**config.mk**
```make
export PLATFORM = sky130hd
export DESIGN_NAME = stopwatch_ctrl
export DESIGN_NICKNAME = d
export VERILOG_FILES = /design/src/rtl/stopwatch_ctrl.sv
export SDC_FILE = /design/constraint.sdc
export NUM_CORES = 1
export LEC_CHECK = 0
export ABC_AREA = 1
export BUFFER_PORTS_ARGS = -buffer_cell sky130_fd_sc_hd__buf_2
export CORE_AREA = 3 3 73 75
export DETAILED_ROUTE_END_ITERATION = 8
export DIE_AREA = 0 0 76 78
export PLACE_DENSITY_LB_ADDON = 0.3
export RECOVER_POWER = 25
export SETUP_SLACK_MARGIN = 0.2
export SKIP_CTS_REPAIR_TIMING = 1
export SYNTH_ARGS = -nofsm -noshare
export SYNTH_HDL_FRONTEND = slang
export SYNTH_SLANG_ARGS = --single-unit
```
**constraint.sdc**
```tcl
create_clock -name c_clk -period 2.3 [get_ports c_clk]
set_input_delay 0.46 -clock c_clk [delete_from_list [all_inputs] [get_ports c_clk]]
set_output_delay 0.46 -clock c_clk [all_outputs]
set_load 0.005 [all_outputs]
```
**src/rtl/stopwatch_ctrl.sv**
```systemverilog
// stopwatch_ctrl: button synchronisers, run/pause/done sequencing and count-tick
// timebase for a 4-digit BCD stopwatch counter.
// Optional feature macro: LAP_HOLD_EN (lap button freezes the display value).
module stopwatch_ctrl #(
  parameter int unsigned TICK_DIV    = 1_000_000,
  parameter int unsigned SYNC_STAGES = 2
) (
  input  logic        c_clk,
  input  logic        C_clr,
  input  logic        start_btn,
  input  logic        clear_btn,
  input  logic        lap_btn,
  input  logic [1:0]  sel,
  input  logic [7:0]  load,
  input  logic [15:0] count,
  output logic        cnt_clr,
  output logic [15:0] preset,
  output logic        cnt_en,
  output logic        dir,
  output logic        running,
  output logic        done,
  output logic [15:0] disp
);

  localparam int unsigned PW = $clog2(TICK_DIV);
  localparam logic [PW-1:0] PMAX = PW'(TICK_DIV - 1);
`ifdef LAP_HOLD_EN
  localparam int unsigned NB = 3;
`else
  localparam int unsigned NB = 2;
`endif

  typedef enum logic [1:0] {
    S_IDLE  = 2'd0,
    S_RUN   = 2'd1,
    S_PAUSE = 2'd2,
    S_DONE  = 2'd3
  } state_t;

  state_t                        state_q, state_d;
  logic [PW-1:0]                 presc_q, presc_d;
  logic [1:0]                    mode_q, mode_d;
  logic [SYNC_STAGES-1:0][NB-1:0] sync_q, sync_d;
  logic [NB-1:0]                 prev_q, prev_d;
  logic [NB-1:0]                 btn_raw;
  logic [NB-1:0]                 btn_edge;
  logic                          start_edge;
  logic                          clear_edge;
  logic                          term;

`ifdef LAP_HOLD_EN
  assign btn_raw = {lap_btn, clear_btn, start_btn};
`else
  assign btn_raw = {clear_btn, start_btn};
`endif

  // Clamp a BCD nibble to a legal digit.
  function automatic logic [3:0] clamp9(input logic [3:0] n);
    return (n > 4'd9) ? 4'd9 : n;
  endfunction

  // Synchroniser shift and rising-edge detect on the last stage.
  always_comb begin
    sync_d   = {sync_q[SYNC_STAGES-2:0], btn_raw};
    prev_d   = sync_q[SYNC_STAGES-1];
    btn_edge = sync_q[SYNC_STAGES-1] & ~prev_q;
  end

  assign start_edge = btn_edge[0];
  assign clear_edge = btn_edge[1];

  assign dir  = mode_q[1];
  assign term = dir ? (count == 16'h0000) : (count == 16'h9999);

  // Preset value selected by the frozen mode.
  always_comb begin
    preset = 16'h0000;
    case (mode_q)
      2'b00:   preset = 16'h0000;
      2'b10:   preset = 16'h9999;
      default: preset = {clamp9(load[7:4]), clamp9(load[3:0]), 8'h00};
    endcase
  end

  // Next-state, prescaler and mode capture.
  always_comb begin
    state_d = state_q;
    presc_d = presc_q;
    mode_d  = mode_q;
    if (state_q == S_IDLE) mode_d = sel;
    if (clear_edge) begin
      state_d = S_IDLE;
      presc_d = '0;
    end else begin
      case (state_q)
        S_IDLE: begin
          presc_d = '0;
          if (start_edge) state_d = term ? S_DONE : S_RUN;
        end
        S_RUN: begin
          if (term)            state_d = S_DONE;
          else if (start_edge) state_d = S_PAUSE;
          else presc_d = (presc_q == PMAX) ? '0 : presc_q + PW'(1);
        end
        S_PAUSE: begin
          if (start_edge) state_d = S_RUN;
        end
        default: ;
      endcase
    end
  end

  // Control registers.
  always_ff @(posedge c_clk or posedge C_clr) begin
    if (C_clr) begin
      state_q <= S_IDLE;
      presc_q <= '0;
      mode_q  <= 2'b00;
      sync_q  <= '0;
      prev_q  <= '0;
    end else begin
      state_q <= state_d;
      presc_q <= presc_d;
      mode_q  <= mode_d;
      sync_q  <= sync_d;
      prev_q  <= prev_d;
    end
  end

  assign cnt_clr = (state_q == S_IDLE);
  assign running = (state_q == S_RUN);
  assign done    = (state_q == S_DONE);
  assign cnt_en  = (state_q == S_RUN) && (presc_q == PMAX) && !term;

`ifdef LAP_HOLD_EN
  logic        hold_q, hold_d;
  logic [15:0] lap_q, lap_d;

  // Lap toggle: capture count on entering hold, release on second press.
  always_comb begin
    hold_d = hold_q;
    lap_d  = lap_q;
    if (clear_edge) begin
      hold_d = 1'b0;
    end else if (((state_q == S_RUN) || (state_q == S_PAUSE)) && btn_edge[2]) begin
      hold_d = ~hold_q;
      if (!hold_q) lap_d = count;
    end
  end

  // Lap hold registers.
  always_ff @(posedge c_clk or posedge C_clr) begin
    if (C_clr) begin
      hold_q <= 1'b0;
      lap_q  <= 16'h0000;
    end else begin
      hold_q <= hold_d;
      lap_q  <= lap_d;
    end
  end

  assign disp = hold_q ? lap_q : count;
`else
  logic unused_lap_c;
  assign unused_lap_c = lap_btn;
  assign disp = count;
`endif

endmodule

```
==> impl_metrics.ini, run 1 <==
[status]
outcome = finished, violations left
failed_checks = capacitance limit, slew limit

[synthesis]
synth_largest_area_cell = sky130_fd_sc_hd__dfrtp_1
yosys_warnings = 0
ys_top_cells_by_area = sky130_fd_sc_hd__dfrtp_1, sky130_fd_sc_hd__nand2_1, sky130_fd_sc_hd__nor2_1
synth.top_cell.area_share_pct = 31.75
post_synth_inst_count = 369
synthesized_area_divided_by_synthesized_cell_count_um2 = 6.409
synth-seq-cells = 30
synth.cell_area_um2 = 2365
synth.distinct_cells = 30
synth_seq_area_share_pct = 31.75

[timing]
final.setup.tns_ps = 0
maxClockFrequency_ghz = 0.5018
final.setup_skew_ps = 3.946
slew-limit-headroom_pct = -7.375
finalWorstSetupSlack_ps = 307.3
setup_repair_after_global_routing_missed_its_margin = no
post-route-period-util_pct = 86.64
layout_min_cycle_time_ps = 1993
max_slew.worst_pin.slew_ps = 1611
setup-violations-final = 0
report.final.slew_viol_count = 31
report.final.hold_viol_count = 0

[placed_design]
post-place-cells = 476
dpl.hpwl_mm = 4.183
finalWeightedCongestion = 0.9367
place_ws_ps = 457.1
place.port_buffers = 62
placed_cell_area_um2 = 2580

[cts]
cts.sink_count = 30
cts_inserted_buffers = 5
insertion_delay_ps = 290
ctsLongestPathBuffers = 2
worst_setup_hold_path_clk_slew_ps = 70
clock_tree.root_cell = sky130_fd_sc_hd__clkbuf_8
clock_h_tree_levels = 2
clock_tree_from_tritoncts = built

[pwr]
leakage_nw = 1.356
net-switching-power_w = 0.0007974
report.power.total_w = 0.002121
swShare_pct = 37.59
share_comb_of_total_power_pct = 38.1
share_clk_of_total_power_pct = 32.0
power.ir.vdd_worst_uv = 501.5
seq_power_share_pct = 29.9
power_report.internal_total_w = 0.001324
power_density_nw_per_um2 = 779.6

[detailed_routing]
drt-vias-per-instance = 4.798
drt_drc_violations_left = 0
first_pass_iters = 5
routed_wl_mm = 5.443
drt_first_iter_violations = 174
final_antenna_net_count = 0
num_vias = 2322
wire_per_inst_um = 11.25

[global_route]
first_global_vias = 2109
grt_start_max_net_pins = 31
grt_pass1_wl_mm = 9.425
global_route.usage.total_pct = 19.35
grt.overflow.total = 0
antenna_violations_before_repair = 0

[hold_path]
hold_depth = 1
worst_hold_path_type = primary input to flip-flop

[floorplanning]
io_pins = 68
rows = 25
fp.dieArea_um2 = 5928
initial_core_util_pct = 50.07
core-area_um2 = 4723
chip_width_um = 76
fp.dieH_um = 78

[setup_path]
setup.reg_to_reg.worst_slack_ps = 470
number_of_cell_instances_on_the_worst_register_to_register_path = 8
timing_worst_setup_path_type = flip-flop to primary output
critical_path_arrival_ps = 1530
worst-endpoint-required_ps = 1840
critical_path.startpoint_type = flip-flop
setup.worst_path.end_class = primary output
critical_path.max_fanout = 6

[final_layout]
postLayoutCellArea_um2 = 2721
insertedDiodeCount = 0
drive_gt1_share_pct = 23.74
nets_final = 452
fin_cells = 484
fillers = 456
area_growth_pct = 15.08

[flow_run]
max_cap_viol_count = 1
## cells by family (layout without fill, tap and decap cells)
family | count (synthesis) | count (layout) | synth area share [%]
compound gates | 21 | 21 | 4.550
xor+xnor | 4 | 4 | 1.482
fa+ha+maj | 5 | 5 | 2.646
buf+inv | 71 | 116 | 15.77
flops | 30 | 30 | 31.75
other cells | 1 | 4 | 0.1586
simple gates | 237 | 237 | 43.65
## stage by stage
step           hold WS (ps)  util, %
2_1_floorplan         331.2        -
3_3_place_gp          334.5    54.62
3_5_place_dp          340.3    54.62
4_1_cts               246.6    57.64
5_1_grt               265.2    57.62
6_report              275.8    57.62
## power by group through the flow
stage	clock [W]	combinational, W	sequential, W
floorplan	0	0.000616	0.000631
global placement	0	0.000797	0.000641
detailed placement	0	0.000810	0.000644
CTS	0.000691	0.000812	0.000634
global route	0.000712	0.000918	0.000641
finish	0.000679	0.000809	0.000634
## worst max-delay path: stages, from the launching register on
cell,delay (ps)
sky130_fd_sc_hd__dfrtp_1,450
sky130_fd_sc_hd__inv_1,130
sky130_fd_sc_hd__nand4_1,120
sky130_fd_sc_hd__nor2_1,140
sky130_fd_sc_hd__nand3_1,90
sky130_fd_sc_hd__nor3_1,170
sky130_fd_sc_hd__buf_2,140
## flip-flops by register name, indices dropped and copies added (netlist names)
register / count
mode_q: 2
presc_q: 20
prev_d: 2
prev_q: 2
state_q: 2
sync_d: 2
## placed cells by master (no fill, tap or decap), types with 4 or more instances in the layout
cell	n
sky130_fd_sc_hd__nand4_1	5
sky130_fd_sc_hd__buf_2	62
sky130_fd_sc_hd__inv_2	4
sky130_fd_sc_hd__dfrtp_1	30
sky130_fd_sc_hd__conb_1	4
sky130_fd_sc_hd__nand2_1	113
sky130_fd_sc_hd__clkbuf_8	6
sky130_fd_sc_hd__nand3_1	29
sky130_fd_sc_hd__nand2_2	6
sky130_fd_sc_hd__o21ai_0	7
sky130_fd_sc_hd__ha_1	4
sky130_fd_sc_hd__inv_1	38
sky130_fd_sc_hd__nor2_1	58
sky130_fd_sc_hd__a21oi_1	9
sky130_fd_sc_hd__nor3_1	7
sky130_fd_sc_hd__nor2_2	10
sky130_fd_sc_hd__o21ai_1	4
## cell type report
cell class	instances	area (um^2)	share of cell area [%]
Clock buffer	6	82.58	3.034
Clock inverter	2	60.06	2.207
Inverter	44	167.7	6.161
Multi-Input combinational cell	271	1255	46.11
Sequential cell	30	750.7	27.59
Tap cell	67	83.83	3.080
Timing Repair Buffer	64	321.6	11.82
## cells in the mapped netlist
| library cell | count |
|---|---|
| sky130_fd_sc_hd__conb_1 | 1 |
| sky130_fd_sc_hd__or2_2 | 1 |
| sky130_fd_sc_hd__buf_4 | 23 |
| sky130_fd_sc_hd__nand3b_1 | 1 |
| sky130_fd_sc_hd__nand3_2 | 1 |
| sky130_fd_sc_hd__nand2_1 | 113 |
| sky130_fd_sc_hd__xnor2_1 | 1 |
| sky130_fd_sc_hd__inv_2 | 3 |
| sky130_fd_sc_hd__inv_4 | 1 |
| sky130_fd_sc_hd__nand2_4 | 2 |
| sky130_fd_sc_hd__o21ai_1 | 4 |
| sky130_fd_sc_hd__nor2_1 | 58 |
| sky130_fd_sc_hd__o21bai_1 | 1 |
| sky130_fd_sc_hd__nor3_2 | 2 |
| sky130_fd_sc_hd__nand2_2 | 6 |
| sky130_fd_sc_hd__clkinv_1 | 1 |
| sky130_fd_sc_hd__or2_1 | 1 |
| sky130_fd_sc_hd__xor2_1 | 3 |
| sky130_fd_sc_hd__inv_1 | 39 |
| sky130_fd_sc_hd__o21ai_0 | 7 |
| sky130_fd_sc_hd__buf_6 | 2 |
| sky130_fd_sc_hd__ha_1 | 5 |
| sky130_fd_sc_hd__buf_2 | 2 |
| sky130_fd_sc_hd__nand3_1 | 29 |
| sky130_fd_sc_hd__a21oi_1 | 9 |
| sky130_fd_sc_hd__nor2_2 | 10 |
| sky130_fd_sc_hd__dfrtp_1 | 30 |
| sky130_fd_sc_hd__nand4_1 | 5 |
| sky130_fd_sc_hd__nor4_1 | 1 |
| sky130_fd_sc_hd__nor3_1 | 7 |
## worst paths after layout
check	startpoint	to
worst min-delay path	clear_btn	sync_d[3]
worst min register to register	sync_d[3]	prev_d[1]
min in group asynchronous	C_clr	presc_q[4]
worst max register to register	presc_q[0]	presc_q[12]
worst max-delay path	presc_q[7]	cnt_en
max in group asynchronous	C_clr	presc_q[15]
## metal layers
metal	track usage, %	part of all wire, %	vias to the layer above
met3	4.524	6.9	9
li1	-	-	1212
met5	0	0	-
met4	5.435	1.4	0
met2	33.78	47	83
met1	23.91	45	1018
No activity file was read; power rests on OpenSTA's default activity.
==> run 2: changes to the inputs <==
--- a/config.mk
+++ b/config.mk
@@ -6,12 +6,11 @@
 export NUM_CORES = 1
 export LEC_CHECK = 0
 export ABC_AREA = 1
-export BUFFER_PORTS_ARGS = -buffer_cell sky130_fd_sc_hd__buf_2
 export CORE_AREA = 3 3 73 75
 export DETAILED_ROUTE_END_ITERATION = 8
 export DIE_AREA = 0 0 76 78
+export DONT_BUFFER_PORTS = 1
 export PLACE_DENSITY_LB_ADDON = 0.3
-export RECOVER_POWER = 25
 export SETUP_SLACK_MARGIN = 0.2
 export SKIP_CTS_REPAIR_TIMING = 1
 export SYNTH_ARGS = -nofsm -noshare
==> run 2 against run 1 <==
The flow now finishes without violations. Count of clock-buffer cells in the layout unchanged. Maximum frequency up 4.0%. Sequential power is essentially flat. Sequential cell count unchanged. Routed wire length down 4.7%. Sequential share of layout area grew 3.4 points. Final cell count is 13% lower. Register-to-register slack lost 40 ps. Setup slack improved by 77 ps. Critical path type unchanged. Largest cell class unchanged.
==> impl_metrics.ini, run 2 (synthesis gave the netlist of run 1 again) <==
[final_layout]
fillers = 509
fin_cells = 422
area_growth_pct = 2.328
most_frequent_cells_in_the_layout = sky130_fd_sc_hd__nand2_1, sky130_fd_sc_hd__nor2_1, sky130_fd_sc_hd__inv_1
multiInputGateArea_um2 = 1260
largest_reg_flops = 20
nets_final = 390
combined_flip_flop_and_latch_cell_area_um2 = 750.7
largest-register = presc_q
insertedDiodeCount = 0
drive_gt1_share_pct = 10.70
layout_commonest_cell = sky130_fd_sc_hd__nand2_1

[setup_path]
critical_path_arrival_ps = 1460
setup.worst_path.end_class = primary output
worst-endpoint-required_ps = 1840
critical_path.startpoint_type = flip-flop
critical_path.max_fanout = 6
timing_worst_setup_path_type = flip-flop to primary output

[timing]
final.setup_skew_ps = 4.259
finalWorstSetupSlack_ps = 384.4
post-route-period-util_pct = 83.29
report.final.hold_viol_count = 0
maxClockFrequency_ghz = 0.5220
hold_ws_ps = 137.7
setup-violations-final = 0
report.final.slew_viol_count = 0
layout_min_cycle_time_ps = 1916
setup_repair_after_global_routing_missed_its_margin = no
final.setup.tns_ps = 0

[flow_run]
max_cap_viol_count = 0

[status]
outcome = finished, final reports clean

[floorplanning]
fp.dieH_um = 78
fp.dieArea_um2 = 5928
chip_width_um = 76
io_pins = 68
core-area_um2 = 4723
initial_core_util_pct = 50.07
rows = 25

[pwr]
swShare_pct = 38.25
power.ir.vdd_worst_uv = 561.5
share_clk_of_total_power_pct = 33.9
seq_power_share_pct = 32.1
leakage_nw = 1.103
report.power.total_w = 0.001981
net-switching-power_w = 0.0007578
power_report.internal_total_w = 0.001224
power_density_nw_per_um2 = 818.8
share_comb_of_total_power_pct = 33.9

[global_route]
grt.overflow.total = 0
grt_pass1_wl_mm = 8.749
antenna_violations_before_repair = 0
global_route.usage.total_pct = 18.15
grt_start_max_net_pins = 31
first_global_vias = 1937

[detailed_routing]
final_antenna_net_count = 0
drt_drc_violations_left = 0
num_vias = 2110
wire_per_inst_um = 12.29
drt_first_iter_violations = 147
routed_wl_mm = 5.185
drt-vias-per-instance = 5.000
first_pass_iters = 4

[cts]
ctsLongestPathBuffers = 2
cts_inserted_buffers = 5
worst_setup_hold_path_clk_slew_ps = 70
clock_tree_from_tritoncts = built
clock_h_tree_levels = 2
clock_tree.root_cell = sky130_fd_sc_hd__clkbuf_8
insertion_delay_ps = 290
cts.sink_count = 30

[placed_design]
finalWeightedCongestion = 0.9190
post-place-cells = 414
place_ws_ps = 403.9
dpl.hpwl_mm = 3.916
place.port_buffers = 0

[hold_path]
worst_hold_path_type = primary input to asynchronous set/reset pin
run 2: changes by cell type in the layout (fill, tap and decap cells not counted):
cell | before | now
sky130_fd_sc_hd__buf_2 | 62 | 0
sky130_fd_sc_hd__buf_4 | 1 | 2
sky130_fd_sc_hd__clkbuf_1 | 1 | 0
sky130_fd_sc_hd__inv_1 | 38 | 39
sky130_fd_sc_hd__inv_2 | 4 | 3
sky130_fd_sc_hd__nor3_1 | 7 | 6
sky130_fd_sc_hd__nor3_2 | 2 | 3
run 2: stage by stage:
step	cell area, um^2	utilization (%)
after detailed placement	2270	48.05
after CTS	2412	51.07
after floorplan	2376	-
after global placement	2270	48.05
final	2420	51.23
after global routing	2420	51.23
run 2: final cells by class:
class	instances	share of cell area, %
clock inverters	2	2.482
well taps	67	3.464
clock buffers	6	3.413
flip-flops and latches	30	31.02
multi-input cells	271	52.07
inverters	44	6.929
repair buffers	2	0.6205
run 2: final timing paths:
check | from | endpoint | slack [ps] | cells after the start
min in group c_clk | start_btn | sync_d[2] | 200 | 0
worst min-delay path | C_clr | presc_q[4] | 140 | 2
worst max-delay path | presc_q[8] | cnt_en | 380 | 5
worst min register to register | sync_d[2] | prev_d[0] | 350 | 0
worst max register to register | state_q[1] | presc_q[1] | 430 | 10
max in group asynchronous | C_clr | presc_q[18] | 1880 | 2
run 2: power groups by stage:
stage	Combinational, W	Sequential [W]	Clock [W]
floorplan	0.000616	0.000631	0
global placement	0.000657	0.000644	0
detailed placement	0.000673	0.000648	0
CTS	0.000676	0.000638	0.000696
global route	0.000771	0.000648	0.000713
finish	0.000673	0.000637	0.000672
run 2: per-layer routing:
| layer | share of wire [%] | track usage [%] | vias to the layer above |
|---|---|---|---|
| li1 | - | - | 1087 |
| met1 | 47 | 23.04 | 954 |
| met2 | 46 | 29.96 | 61 |
| met3 | 5.4 | 4.408 | 8 |
| met4 | 1.4 | 6.884 | 0 |
| met5 | 0 | 0 | - |
run 2: worst max-delay path: stages, from the launching register on:
cell and delay [ps]:
sky130_fd_sc_hd__dfrtp_1 440, sky130_fd_sc_hd__inv_1 140, sky130_fd_sc_hd__nand4_1 110, sky130_fd_sc_hd__nor2_1 150
sky130_fd_sc_hd__nand3_1 100, sky130_fd_sc_hd__nor3_2 220
==> run 3: changes to the inputs <==
--- a/config.mk
+++ b/config.mk
@@ -5,10 +5,10 @@
 export SDC_FILE = /design/constraint.sdc
 export NUM_CORES = 1
 export LEC_CHECK = 0
-export ABC_AREA = 1
-export CORE_AREA = 3 3 73 75
+export ABC_AREA = 0
+export CORE_AREA = 3 3 67 69
 export DETAILED_ROUTE_END_ITERATION = 8
-export DIE_AREA = 0 0 76 78
+export DIE_AREA = 0 0 70 72
 export DONT_BUFFER_PORTS = 1
 export PLACE_DENSITY_LB_ADDON = 0.3
 export SETUP_SLACK_MARGIN = 0.2
==> constraint.sdc (replaced) <==
create_clock -name c_clk -period 1.6 [get_ports c_clk]
set_input_delay 0.32 -clock c_clk [delete_from_list [all_inputs] [get_ports c_clk]]
set_output_delay 0.32 -clock c_clk [all_outputs]
set_load 0.005 [all_outputs]
==> run 3 against run 2 <==
Clock power is 12% higher. Setup slack worse by 830 ps. First-iteration DRC count is 30% lower. Highest routed layer unchanged. Sequential cell count stayed put. Clock skew is 4.0 ps higher. Sequential share of layout area is 4.4 points lower. Via count is 11% lower. Non-clock buffer count is 59 higher. Largest cell class unchanged. The run now ends with hold timing, setup timing left. Critical path depth is 4 higher.
==> impl_metrics.ini, run 3 <==
[status]
outcome = finished, violations left
failed_checks = hold timing, setup timing

[setup_path]
setup.worst_path.end_class = flip-flop
worst-endpoint-required_ps = 1770
timing_worst_setup_path_type = flip-flop to flip-flop
critical_path.max_fanout = 6
critical_path_arrival_ps = 2220
critical_path.startpoint_type = flip-flop

[global_route]
grt.overflow.total = 0
antenna_violations_before_repair = 0
grt_pass1_wl_mm = 7.355
global_route.usage.total_pct = 18.19
grt_start_max_net_pins = 31
first_global_vias = 1650

[floorplanning]
initial_core_util_pct = 49.87
rows = 23
fp.dieArea_um2 = 5040
core-area_um2 = 3971
fp.dieH_um = 72
chip_width_um = 70
io_pins = 68

[final_layout]
fillers = 259
area_growth_pct = 42.39
most_frequent_cells_in_the_layout = sky130_fd_sc_hd__buf_4, sky130_fd_sc_hd__dfrtp_1, sky130_fd_sc_hd__buf_6
largest-register = presc_q
nets_final = 294
drive_gt1_share_pct = 50.19
insertedDiodeCount = 0
largest_reg_flops = 20
layout_commonest_cell = sky130_fd_sc_hd__buf_4
postLayoutCellArea_um2 = 2820

[synthesis]
synthesized_area_divided_by_synthesized_cell_count_um2 = 9.127
synth_seq_area_share_pct = 37.90
synth_largest_area_cell = sky130_fd_sc_hd__dfrtp_1
yosys_warnings = 0
post_synth_inst_count = 217
synth.top_cell.area_share_pct = 37.90
synth_ff_type = sky130_fd_sc_hd__dfrtp_1
synth-edff-count = 0
ys_top_cells_by_area = sky130_fd_sc_hd__dfrtp_1, sky130_fd_sc_hd__buf_4, sky130_fd_sc_hd__o31ai_1
synth-seq-cells = 30
synth.distinct_cells = 45
synth.cell_area_um2 = 1981
post_synth_most_frequent_cells = sky130_fd_sc_hd__dfrtp_1, sky130_fd_sc_hd__buf_4, sky130_fd_sc_hd__nor2_1
async_flop_share_pct = 100.0
yosys.cell_count.top_type = sky130_fd_sc_hd__dfrtp_1

[cts]
ctsLongestPathBuffers = 2
cts.sink_count = 30
clock_h_tree_levels = 2
cts_inserted_buffers = 5
clock_tree.root_cell = sky130_fd_sc_hd__clkbuf_8
worst_setup_hold_path_clk_slew_ps = 70
insertion_delay_ps = 290
clock_tree_from_tritoncts = built

[placed_design]
place_ws_ps = -217.1
finalWeightedCongestion = 0.8306
place.port_buffers = 0
placed_cell_area_um2 = 2233
dpl.hpwl_mm = 3.304

[timing]
setup-violations-final = 21
report.final.hold_viol_count = 23
final.setup_skew_ps = 8.241
layout_min_cycle_time_ps = 2049
hold_ws_ps = -8.409
report.final.slew_viol_count = 0
setup_repair_after_global_routing_missed_its_margin = yes
post-route-period-util_pct = 128.1
finalWorstSetupSlack_ps = -449.2
maxClockFrequency_ghz = 0.4880

[detailed_routing]
num_vias = 1871
drt-vias-per-instance = 6.055
final_antenna_net_count = 0
wire_per_inst_um = 18.68
routed_wl_mm = 5.771
first_pass_iters = 4
drt_drc_violations_left = 0
drt_first_iter_violations = 103

[pwr]
power_density_nw_per_um2 = 1300
power.ir.vdd_worst_uv = 938.4
leakage_nw = 1.242

[hold_path]
worst_hold_path_type = primary input to asynchronous set/reset pin

[flow_run]
max_cap_viol_count = 0
==> run 3: cell types whose count changed after synthesis, moves of 10 or more <==
| cell | delta |
|---|---|
| sky130_fd_sc_hd__nor2_1 | -42 |
| sky130_fd_sc_hd__nor2_2 | -10 |
| sky130_fd_sc_hd__nand3_1 | -22 |
| sky130_fd_sc_hd__o31ai_1 | +10 |
| sky130_fd_sc_hd__nand2_1 | -101 |
| sky130_fd_sc_hd__inv_1 | -29 |
==> run 3: cells by family after synthesis <==
family                   count (synthesis)  synth area share, %
AO/OA/AOI/OAI                           60                21.41
adder cells (fa/ha/maj)                  5                3.159
buffers and inverters                   40                13.14
flip-flops                              30                37.90
multiplexers                             2                1.137
other                                    1               0.1893
AND/OR/NAND/NOR                         79                23.06
==> run 3: layout make-up <==
cell class / count / area (um^2) / area share (%)
multi-input cells: 150 / 1275 / 45.21
flip-flops and latches: 30 / 752.0 / 26.66
repair buffers: 61 / 581.8 / 20.63
clock buffers: 5 / 68.82 / 2.440
well taps: 50 / 62.56 / 2.218
clock inverters: 3 / 40.04 / 1.420
inverters: 10 / 40.04 / 1.420
==> run 3: report_power, final <==
group          internal (W)  switching [W]  total (W)
clock              0.000457       0.000296   0.000753
sequential         0.000833      0.0000877   0.000921
combinational       0.00103       0.000957    0.00199
==> run 3: through the flow <==
stage	instances	util (%)	TNS [ps]	hold WS (ps)	total power [W]
floorplan	220	-	-2866	331.2	0.001735
global placement	285	56.24	-3390	303.8	0.002038
detailed placement	285	56.24	-3798	310.4	0.002097
CTS	293	58.98	-5071	3.608	0.002852
global route	309	71.01	-9275	27.43	0.003855
finish	309	71.01	-8153	-8.409	0.003665
==> run 3: critical path, stage by stage, from the launching register on <==
cell                        delay [ps]
sky130_fd_sc_hd__dfrtp_1           410
sky130_fd_sc_hd__nor4b_2           330
sky130_fd_sc_hd__nand3b_1          140
sky130_fd_sc_hd__buf_4             170
sky130_fd_sc_hd__o31ai_4           270
sky130_fd_sc_hd__buf_4             170
sky130_fd_sc_hd__clkbuf_16         130
sky130_fd_sc_hd__nor2_1             40
sky130_fd_sc_hd__o21ai_1           190
sky130_fd_sc_hd__o21ai_2            80
==> run 3: final timing paths <==
check | startpoint | end | slack, ps | cells after the start
setup / recovery | presc_q[8] | presc_q[16] | -450 | 9
hold / removal | C_clr | presc_q[3] | -8 | 2
setup reg to reg | presc_q[8] | presc_q[16] | -450 | 9
hold reg to reg | sync_d[2] | prev_d[0] | 360 | 0
max in group asynchronous | C_clr | mode_q[0] | 1300 | 2
min in group c_clk | start_btn | sync_d[2] | 60 | 0
==> run 3: metal layers <==
metal / track usage, % / part of all wire, % / vias to the layer above / wire, um
met5: 0 / 0 / - / 0
met4: 8.936 / 4.9 / 0 / 280
met3: 3.740 / 5.1 / 25 / 297
met2: 32.84 / 52 / 86 / 3004
met1: 20.51 / 38 / 911 / 2189
li1: - / - / 849 / -
